`config.mk`:
```
export PLATFORM = sky130hd
export DESIGN_NAME = seq_divider32
export DESIGN_NICKNAME = d
export VERILOG_FILES = /design/src/rtl/seq_divider32.sv
export SDC_FILE = /design/constraint.sdc
export NUM_CORES = 1
export LEC_CHECK = 0
export BUFFER_PORTS_ARGS = -buffer_cell sky130_fd_sc_hd__buf_2
export CAP_MARGIN = 20
export CORE_MARGIN = 1
export CORE_UTILIZATION = 55
export CTS_BUF_LIST = sky130_fd_sc_hd__clkbuf_8
export DETAILED_ROUTE_END_ITERATION = 10
export PLACE_DENSITY_LB_ADDON = 0.08
export SLEW_MARGIN = 10
export SYNTH_ARGS = -nofsm -noshare
export SYNTH_HDL_FRONTEND = slang
export SYNTH_SLANG_ARGS = --single-unit
```
`constraint.sdc`:
```
create_clock -name clk -period 3.2 [get_ports clk]
set_input_delay 0.48 -clock clk [delete_from_list [all_inputs] [get_ports clk]]
set_output_delay 0.48 -clock clk [all_outputs]
set_load 0.01 [all_outputs]
```
`src/rtl/seq_divider32.sv`:
```
// seq_divider32: sequential radix-2 restoring divider, signed or unsigned.
// One quotient bit per clock; results are sign-corrected and registered one
// edge after the last iteration, with a single-cycle done pulse.
// Optional macro SEQ_DIVIDER32_DZ_FAST_EN adds a dz output and resolves a zero
// divisor in one cycle instead of running the full iteration.
module seq_divider32 #(
   parameter int unsigned WIDTH = 32
) (
   input  logic             clk,
   input  logic             rst_n,
   input  logic             start,
   input  logic [WIDTH-1:0] A,
   input  logic [WIDTH-1:0] B,
   input  logic             sign,
   output logic             busy,
   output logic             done,
   output logic [WIDTH-1:0] Q,
   output logic [WIDTH-1:0] R
`ifdef SEQ_DIVIDER32_DZ_FAST_EN
   ,
   output logic             dz
`endif
);

   localparam int unsigned CW = $clog2(WIDTH);
   localparam logic [CW-1:0] CntLoad = CW'(WIDTH - 1);

   localparam logic [1:0] StIdle = 2'd0;
   localparam logic [1:0] StRun  = 2'd1;
   localparam logic [1:0] StDone = 2'd2;

   logic [1:0]       st_q, st_d;
   logic [WIDTH-1:0] dvd_q, dvd_d;   // dividend magnitude, becomes quotient
   logic [WIDTH-1:0] dvs_q, dvs_d;   // divisor magnitude
   logic [WIDTH-1:0] rem_q, rem_d;   // partial remainder
   logic [WIDTH-1:0] q_q, q_d;
   logic [WIDTH-1:0] r_q, r_d;
   logic [CW-1:0]    cnt_q, cnt_d;
   logic             fin_q, fin_d;   // iterations complete, result edge next
   logic             qneg_q, qneg_d;
   logic             rneg_q, rneg_d;
   logic             done_q, done_d;
`ifdef SEQ_DIVIDER32_DZ_FAST_EN
   logic             dz_q, dz_d;
`endif

   logic [WIDTH-1:0] a_mag, b_mag;
   logic [WIDTH:0]   trial, diff;
   logic             accept;

   // Operand magnitudes; only negative values in signed mode are negated
   always_comb begin
      a_mag = (sign && A[WIDTH-1]) ? (~A + 1'b1) : A;
      b_mag = (sign && B[WIDTH-1]) ? (~B + 1'b1) : B;
   end

   assign accept = start && (st_q != StRun);
   assign trial  = {rem_q, dvd_q[WIDTH-1]};
   assign diff   = trial - {1'b0, dvs_q};

   // Next-state: accept, per-bit restoring step, and sign-corrected result
   always_comb begin
      st_d   = st_q;
      dvd_d  = dvd_q;
      dvs_d  = dvs_q;
      rem_d  = rem_q;
      q_d    = q_q;
      r_d    = r_q;
      cnt_d  = cnt_q;
      fin_d  = fin_q;
      qneg_d = qneg_q;
      rneg_d = rneg_q;
      done_d = 1'b0;
`ifdef SEQ_DIVIDER32_DZ_FAST_EN
      dz_d   = dz_q;
`endif
      if (st_q == StRun) begin
         if (fin_q) begin
            q_d    = qneg_q ? (~dvd_q + 1'b1) : dvd_q;
            r_d    = rneg_q ? (~rem_q + 1'b1) : rem_q;
            done_d = 1'b1;
            st_d   = StDone;
`ifdef SEQ_DIVIDER32_DZ_FAST_EN
            // A zero divisor only reaches this point via the fast path
            dz_d   = (dvs_q == '0);
`endif
         end else begin
            if (!diff[WIDTH]) begin
               rem_d = diff[WIDTH-1:0];
               dvd_d = {dvd_q[WIDTH-2:0], 1'b1};
            end else begin
               rem_d = trial[WIDTH-1:0];
               dvd_d = {dvd_q[WIDTH-2:0], 1'b0};
            end
            if (cnt_q == '0) begin
               fin_d = 1'b1;
            end else begin
               cnt_d = cnt_q - 1'b1;
            end
         end
      end else if (accept) begin
         dvd_d  = a_mag;
         dvs_d  = b_mag;
         rem_d  = '0;
         cnt_d  = CntLoad;
         fin_d  = 1'b0;
         qneg_d = sign & (A[WIDTH-1] ^ B[WIDTH-1]);
         rneg_d = sign & A[WIDTH-1];
         st_d   = StRun;
`ifdef SEQ_DIVIDER32_DZ_FAST_EN
         dz_d   = 1'b0;
         if (B == '0) begin
            // Preload the final answer and go straight to the result edge
            dvd_d  = '1;
            rem_d  = A;
            qneg_d = 1'b0;
            rneg_d = 1'b0;
            fin_d  = 1'b1;
         end
`endif
      end else if (st_q == StDone) begin
         st_d = StIdle;
      end
   end

   // State and datapath registers with asynchronous active-low reset
   always_ff @(posedge clk or negedge rst_n) begin
      if (!rst_n) begin
         st_q   <= StIdle;
         dvd_q  <= '0;
         dvs_q  <= '0;
         rem_q  <= '0;
         q_q    <= '0;
         r_q    <= '0;
         cnt_q  <= '0;
         fin_q  <= 1'b0;
         qneg_q <= 1'b0;
         rneg_q <= 1'b0;
         done_q <= 1'b0;
`ifdef SEQ_DIVIDER32_DZ_FAST_EN
         dz_q   <= 1'b0;
`endif
      end else begin
         st_q   <= st_d;
         dvd_q  <= dvd_d;
         dvs_q  <= dvs_d;
         rem_q  <= rem_d;
         q_q    <= q_d;
         r_q    <= r_d;
         cnt_q  <= cnt_d;
         fin_q  <= fin_d;
         qneg_q <= qneg_d;
         rneg_q <= rneg_d;
         done_q <= done_d;
`ifdef SEQ_DIVIDER32_DZ_FAST_EN
         dz_q   <= dz_d;
`endif
      end
   end

   assign busy = (st_q == StRun);
   assign done = done_q;
   assign Q    = q_q;
   assign R    = r_q;
`ifdef SEQ_DIVIDER32_DZ_FAST_EN
   assign dz   = dz_q;
`endif

endmodule

```
==> results of run 1 <==
==> layout by cell type (no fill, tap or decap), types with 20 or more instances in the layout <==
master      n
a21oi_1    98
buf_2     132
buf_4      60
dfrtp_1   171
ha_1       38
inv_1      52
mux2i_1    23
nand2_1   193
nand2b_1   20
nor2_1     59
o21ai_0   178
o31ai_1    23
xnor2_1    46
xor2_1     94
==> sequential cells by signal (all words and copies together) (netlist names) <==
name and flops:
Q 32, rem_q 32, fin_q 1, qneg_q 1, R 32, dvd_q 32, st_q 2, rneg_q 1
dvs_q 32, cnt_q 5, done 1
==> layout make-up <==
cell class / count / area share (%)
multi-input cells: 1031 / 50.15
clock buffers: 17 / 1.824
repair buffers: 197 / 9.376
flip-flops and latches: 171 / 33.37
inverters: 52 / 1.522
well taps: 265 / 2.585
clock inverters: 15 / 1.180
==> what timing repair did <==
action	in CTS	in global routing
endpoints found under the setup margin	5	18
pin swaps	0	1
resized for setup	3	7
endpoints found under the hold margin	0	0
==> power by group through the flow <==
stage / clock (mW) / combinational, mW / sequential, mW
finish: 1.54 / 11.1 / 4.34
global route: 1.65 / 12.4 / 4.50
CTS: 1.56 / 11.0 / 4.33
detailed placement: 0 / 10.9 / 4.37
global placement: 0 / 10.7 / 4.33
floorplan: 0 / 7.66 / 4.26
==> layer usage <==
layer / GRT usage, % / vias up / part of all wire [%]
met1: 37.67 / 4602 / 46
met4: 9.307 / 0 / 2.0
met3: 3.576 / 46 / 4.5
met2: 46.99 / 269 / 47
li1: - / 5001 / -
met5: 0 / - / 0
==> logic make-up after synthesis <==
family / synth area share, %
mux: 2.272
fa+ha+maj: 4.454
buf+inv: 4.061
compound gates: 22.45
flops: 38.47
xor+xnor: 11.02
simple gates: 17.27
==> critical path, delay by kind of cell, from the launching register on <==
kind | cells | cell delay, ns
adders and majority gates | 1 | 0.36
DFF | 1 | 0.41
muxes | 1 | 0.39
and+or+nand+nor | 3 | 0.82
AOI/OAI and AO/OA | 4 | 0.98
==> path summary, 6_finish.rpt <==
| kind | from | to | cells past startpoint |
|---|---|---|---|
| setup / recovery | rem_q[18]$_DFFE_PN0P_ | rem_q[29]$_DFFE_PN0P_ | 9 |
| hold / removal | rst_n | Q[23]$_DFFE_PN0P_ | 1 |
| setup reg to reg | rem_q[18]$_DFFE_PN0P_ | rem_q[29]$_DFFE_PN0P_ | 9 |
| hold reg to reg | R[24]$_DFFE_PN0P_ | R[24]$_DFFE_PN0P_ | 2 |
| max in group asynchronous | rst_n | Q[16]$_DFFE_PN0P_ | 2 |
| min in group clk | A[1] | dvd_q[1]$_DFFE_PN0P_ | 3 |
==> results.py, run 1 <==
metrics = {
    "worst_setup_path": {
        "critPathMaxFanout": 5,
        "cp_cell_sequence": "ha_1, a21oi_1, o21ai_0, or3_1, nor3_1, nor2_1, a41oi_1, mux2_2, o211ai_1",
        "slowest_stage": "dfrtp_1",
        "endpoint_kind": "flip-flop",
        "start_kind": "flip-flop",
        "critPathKind": "flip-flop to flip-flop",
        "reg2reg_setup_slack_ns": 0.17,
        "crit_required_ns": 3.60,
        "cp.arrival_ns": 3.42,
        "critPathMaxStageDelay_ns": 0.41,
    },
    "logic_synthesis": {
        "synth_largest_area_cell": "dfrtp_1",
        "async_flop_share_pct": 100.0,
        "synthFlopType": "dfrtp_1",
        "syn_inst": 1321,
        "yosysTopAreaCellShare_pct": 38.47,
        "yosys_warnings": 0,
        "syn_area_sq_um": 11120,
        "synth.most_common_cell": "nand2_1",
        "synth-edff-count": 0,
        "synth.net_count": 1428,
        "synth_seq_cells": 171,
        "synth.area.top_cells": "dfrtp_1, o21ai_0, xor2_1, nand2_1, a21oi_1",
        "syn_avg_cell_area_sq_um": 8.420,
        "ys_types": 60,
        "synth_commonest_cells": "nand2_1, o21ai_0, dfrtp_1",
        "ys_seq_area_share_pct": 38.47,
    },
    "power_and_ir_drop": {
        "p_sw_share_pct": 48.91,
        "ir_drop_mv": 0.6773,
        "clock_power_share_pct": 9.1,
        "powerDensity_nw_per_um2": 1321,
        "pwr-share-comb_pct": 65.3,
        "p_total_mw": 16.95,
        "p_switching_mw": 8.289,
        "p_seq_share_pct": 25.6,
        "leakage_nw": 5.767,
        "p_int_mw": 8.658,
    },
    "global_routing": {
        "grt_first_pass_wirelength_microns": 45680,
        "grtUsageTotal_pct": 28.11,
        "grt_pass1_vias": 9231,
        "antenna_found_initial": 0,
        "overflow": 0,
        "grt_max_degree": 74,
    },
    "layout": {
        "fillCellCount": 1789,
        "diodes": 0,
        "final_core_util_pct": 65.25,
        "fin_cells": 1748,
        "multi_input_area_sq_um": 6431,
        "register_area_sq_um": 4279,
        "final_cell_area_sq_um": 12820,
        "nets": 1577,
        "area_growth_pct": 15.30,
        "drive_gt1_share_pct": 17.06,
    },
    "clocking": {
        "clkTransAtPathRegs_ns": 0.10,
        "clock_latency_ns": 0.47,
        "htree_levels": 4,
        "cts_hold_buf": 0,
        "cts_root_buffer": "clkbuf_8",
        "cts.path.max_buffers": 2,
        "cts_tree": "done",
        "post_cts_buffers": 0,
        "cts_buffers": 17,
        "cts_sinks": 171,
    },
    "die": {
        "core.rowCount": 51,
        "start_util_pct": 56.60,
        "core-area_sq_um": 19650,
        "die_w_microns": 144.2,
        "dieArea_sq_um": 20800,
        "die_y_microns": 144.2,
        "ioPinCount": 134,
    },
    "place": {
        "numPortBuffers": 133,
        "pre_cts_ws_ns": -0.05625,
        "gp_congestion": 0.9097,
        "hpwl_microns": 21490,
        "dp.cells": 1716,
        "place_area_sq_um": 12420,
    },
    "timing": {
        "drv_slew": 0,
        "rsz0062_at_grt": "false",
        "max_freq_ghz": 0.3304,
        "skew_ns": 0.01569,
        "slew-limit-headroom_pct": 33.98,
        "finalHoldViolCount": 0,
        "fin_setup_tns_ns": 0,
        "finalCritPeriodShare_pct": 94.58,
        "layout_setup_ws_ns": 0.1736,
        "worstMarginPinSlew_ns": 0.9903,
        "fin_crit_ns": 3.026,
        "whs_ns": 0.006095,
        "setup_viol": 0,
    },
    "drt": {
        "dr_total_vias": 9918,
        "drc": 0,
        "vias_per_cell": 5.674,
        "routedWlPerCell_microns": 16.09,
        "first_pass_iters": 5,
        "drt_iter0_drc": 657,
        "ant_nets": 0,
        "drt-total-wl_microns": 28130,
    },
    "min_path": {
        "min_path_type": "primary input to async pin",
    },
    "outcome": {
        "run_status": "complete, no violations",
    },
    "job": {
        "cap_violations": 0,
    },
}
No activity file was read; power rests on OpenSTA's default activity.
==> run 2, diff against run 1 <==
--- a/config.mk
+++ b/config.mk
@@ -11,7 +11,8 @@
 export CORE_UTILIZATION = 55
 export CTS_BUF_LIST = sky130_fd_sc_hd__clkbuf_8
 export DETAILED_ROUTE_END_ITERATION = 10
-export PLACE_DENSITY_LB_ADDON = 0.08
+export GPL_TIMING_DRIVEN = 0
+export PLACE_DENSITY = 0.79
 export SLEW_MARGIN = 10
 export SYNTH_ARGS = -nofsm -noshare
 export SYNTH_HDL_FRONTEND = slang
==> run 2 against run 1 <==
- count of clock-buffer cells in the layout is the same
- design area shrank 0.53%
- clock skew shrank 0.0027 ns
- final cell count grew 0.63%
- largest cell class unchanged
- routed wire length grew 12%
- the flow now finishes with violations (hold timing)
- die area is the same
- non-clock buffer count grew 11
==> results.py, run 2 (synthesis results as in run 1) <==
metrics = {
    "timing": {
        "layout_setup_ws_ns": 0.04193,
        "whs_ns": -0.01072,
        "fin_crit_ns": 3.158,
        "drv_slew": 0,
        "slew-limit-headroom_pct": 38.17,
        "finalHoldViolCount": 10,
        "max_freq_ghz": 0.3166,
        "worstMarginPinSlew_ns": 0.9240,
        "finalCritPeriodShare_pct": 98.69,
        "setup_viol": 0,
        "skew_ns": 0.01295,
    },
    "global_routing": {
        "antenna_found_initial": 0,
        "grtUsageTotal_pct": 31.28,
        "grt_pass1_vias": 9916,
        "grt_first_pass_wirelength_microns": 49640,
        "grt_max_degree": 94,
        "overflow": 0,
    },
    "die": {
        "die_y_microns": 144.2,
        "core-area_sq_um": 19650,
        "core.rowCount": 51,
        "dieArea_sq_um": 20800,
        "ioPinCount": 134,
        "die_w_microns": 144.2,
        "start_util_pct": 56.60,
    },
    "job": {
        "cap_violations": 0,
    },
    "worst_setup_path": {
        "start_kind": "flip-flop",
        "endpoint_kind": "flip-flop",
        "critPathKind": "flip-flop to flip-flop",
        "reg2reg_from": "rem_q[17]$_DFFE_PN0P_",
        "startpoint": "rem_q[17]$_DFFE_PN0P_",
        "critPathMaxFanout": 5,
        "crit_required_ns": 3.56,
        "reg2reg_setup_slack_ns": 0.04,
        "cp.arrival_ns": 3.52,
    },
    "clocking": {
        "cts_tree": "done",
        "htree_levels": 4,
        "cts_root_buffer": "clkbuf_8",
        "cts_sinks": 171,
        "clkTransAtPathRegs_ns": 0.10,
        "clock_latency_ns": 0.49,
        "cts_buffers": 17,
        "cts.path.max_buffers": 2,
    },
    "drt": {
        "first_pass_iters": 7,
        "ant_nets": 0,
        "drt-total-wl_microns": 31620,
        "dr_total_vias": 10500,
        "vias_per_cell": 5.970,
        "drt_iter0_drc": 868,
        "drc": 0,
        "routedWlPerCell_microns": 17.97,
    },
    "place": {
        "pre_cts_ws_ns": -0.7696,
        "numPortBuffers": 133,
        "hpwl_microns": 24080,
        "gp_congestion": 0.9303,
        "place_area_sq_um": 12160,
    },
    "layout": {
        "final_common_cell": "nand2_1",
        "final_cell_mix": "nand2_1, o21ai_0, dfrtp_1",
        "nets": 1588,
        "final_cell_area_sq_um": 12760,
        "drive_gt1_share_pct": 14.59,
        "area_growth_pct": 14.69,
        "final_core_util_pct": 64.91,
        "diodes": 0,
        "fillCellCount": 1756,
    },
    "outcome": {
        "run_status": "complete, but fails checks",
        "violations": "hold timing",
    },
    "min_path": {
        "min_path_type": "primary input to async pin",
    },
}
## run 2: final cells by class
class,instances,area (sq um),share of cell area [%]
Buffer,63,256.5,2.011
Clock buffer,17,234.0,1.834
Clock inverter,15,130.1,1.020
Inverter,52,195.2,1.530
Multi-Input combinational cell,1031,6539,51.26
Sequential cell,171,4285,33.59
Tap cell,265,331.6,2.599
Timing Repair Buffer,145,785.8,6.159
## run 2: stage by stage
| step | cells | TNS (ns) |
|---|---|---|
| after floorplan | 1321 | 0 |
| after global placement | 1719 | -166.80 |
| after detailed placement | 1720 | -19.30 |
| after CTS | 1756 | 0 |
| after global routing | 1759 | -0.02088 |
| final | 1759 | 0 |
## run 2: layer usage
metal | global-route usage [%] | vias to the layer above | wire (microns)
li1 | - | 5028 | -
met1 | 40.02 | 4959 | 13550
met2 | 53.19 | 447 | 15210
met3 | 4.536 | 68 | 1953
met4 | 12.52 | 0 | 902
met5 | 0 | - | 0
## run 2: what timing repair did
| item | in CTS | in global routing |
|---|---|---|
| setup buffers | 5 | 6 |
| gates cloned | 0 | 0 |
| setup endpoints to repair | 34 | 32 |
| pin swaps | 4 | 4 |
| resized for setup | 20 | 18 |
| hold buffers | 0 | 0 |
## run 2: path summary, 6_finish.rpt
kind                                    endpoint  depth (start not counted)
min in group clk            dvs_q[1]$_DFFE_PN0P_                          3
max in group asynchronous  rem_q[17]$_DFFE_PN0P_                          2
min                            Q[27]$_DFFE_PN0P_                          1
max reg2reg                    R[31]$_DFFE_PN0P_                          8
min reg2reg                    Q[16]$_DFFE_PN0P_                          2
max                            R[31]$_DFFE_PN0P_                          8
## run 2: worst max-delay path, cell delays in order, from the launching register on
cell,delay [ns]
dfrtp_2,0.45
or4_4,0.54
or4_4,0.43
or2_4,0.25
or3_4,0.38
or3_4,0.38
o31ai_4,0.22
xor2_2,0.30
o21ai_1,0.10
Power of run 2 is left out: the tool's default activity adds up to more than one toggle a clock period on the data nets, which glitch-free logic cannot reach.
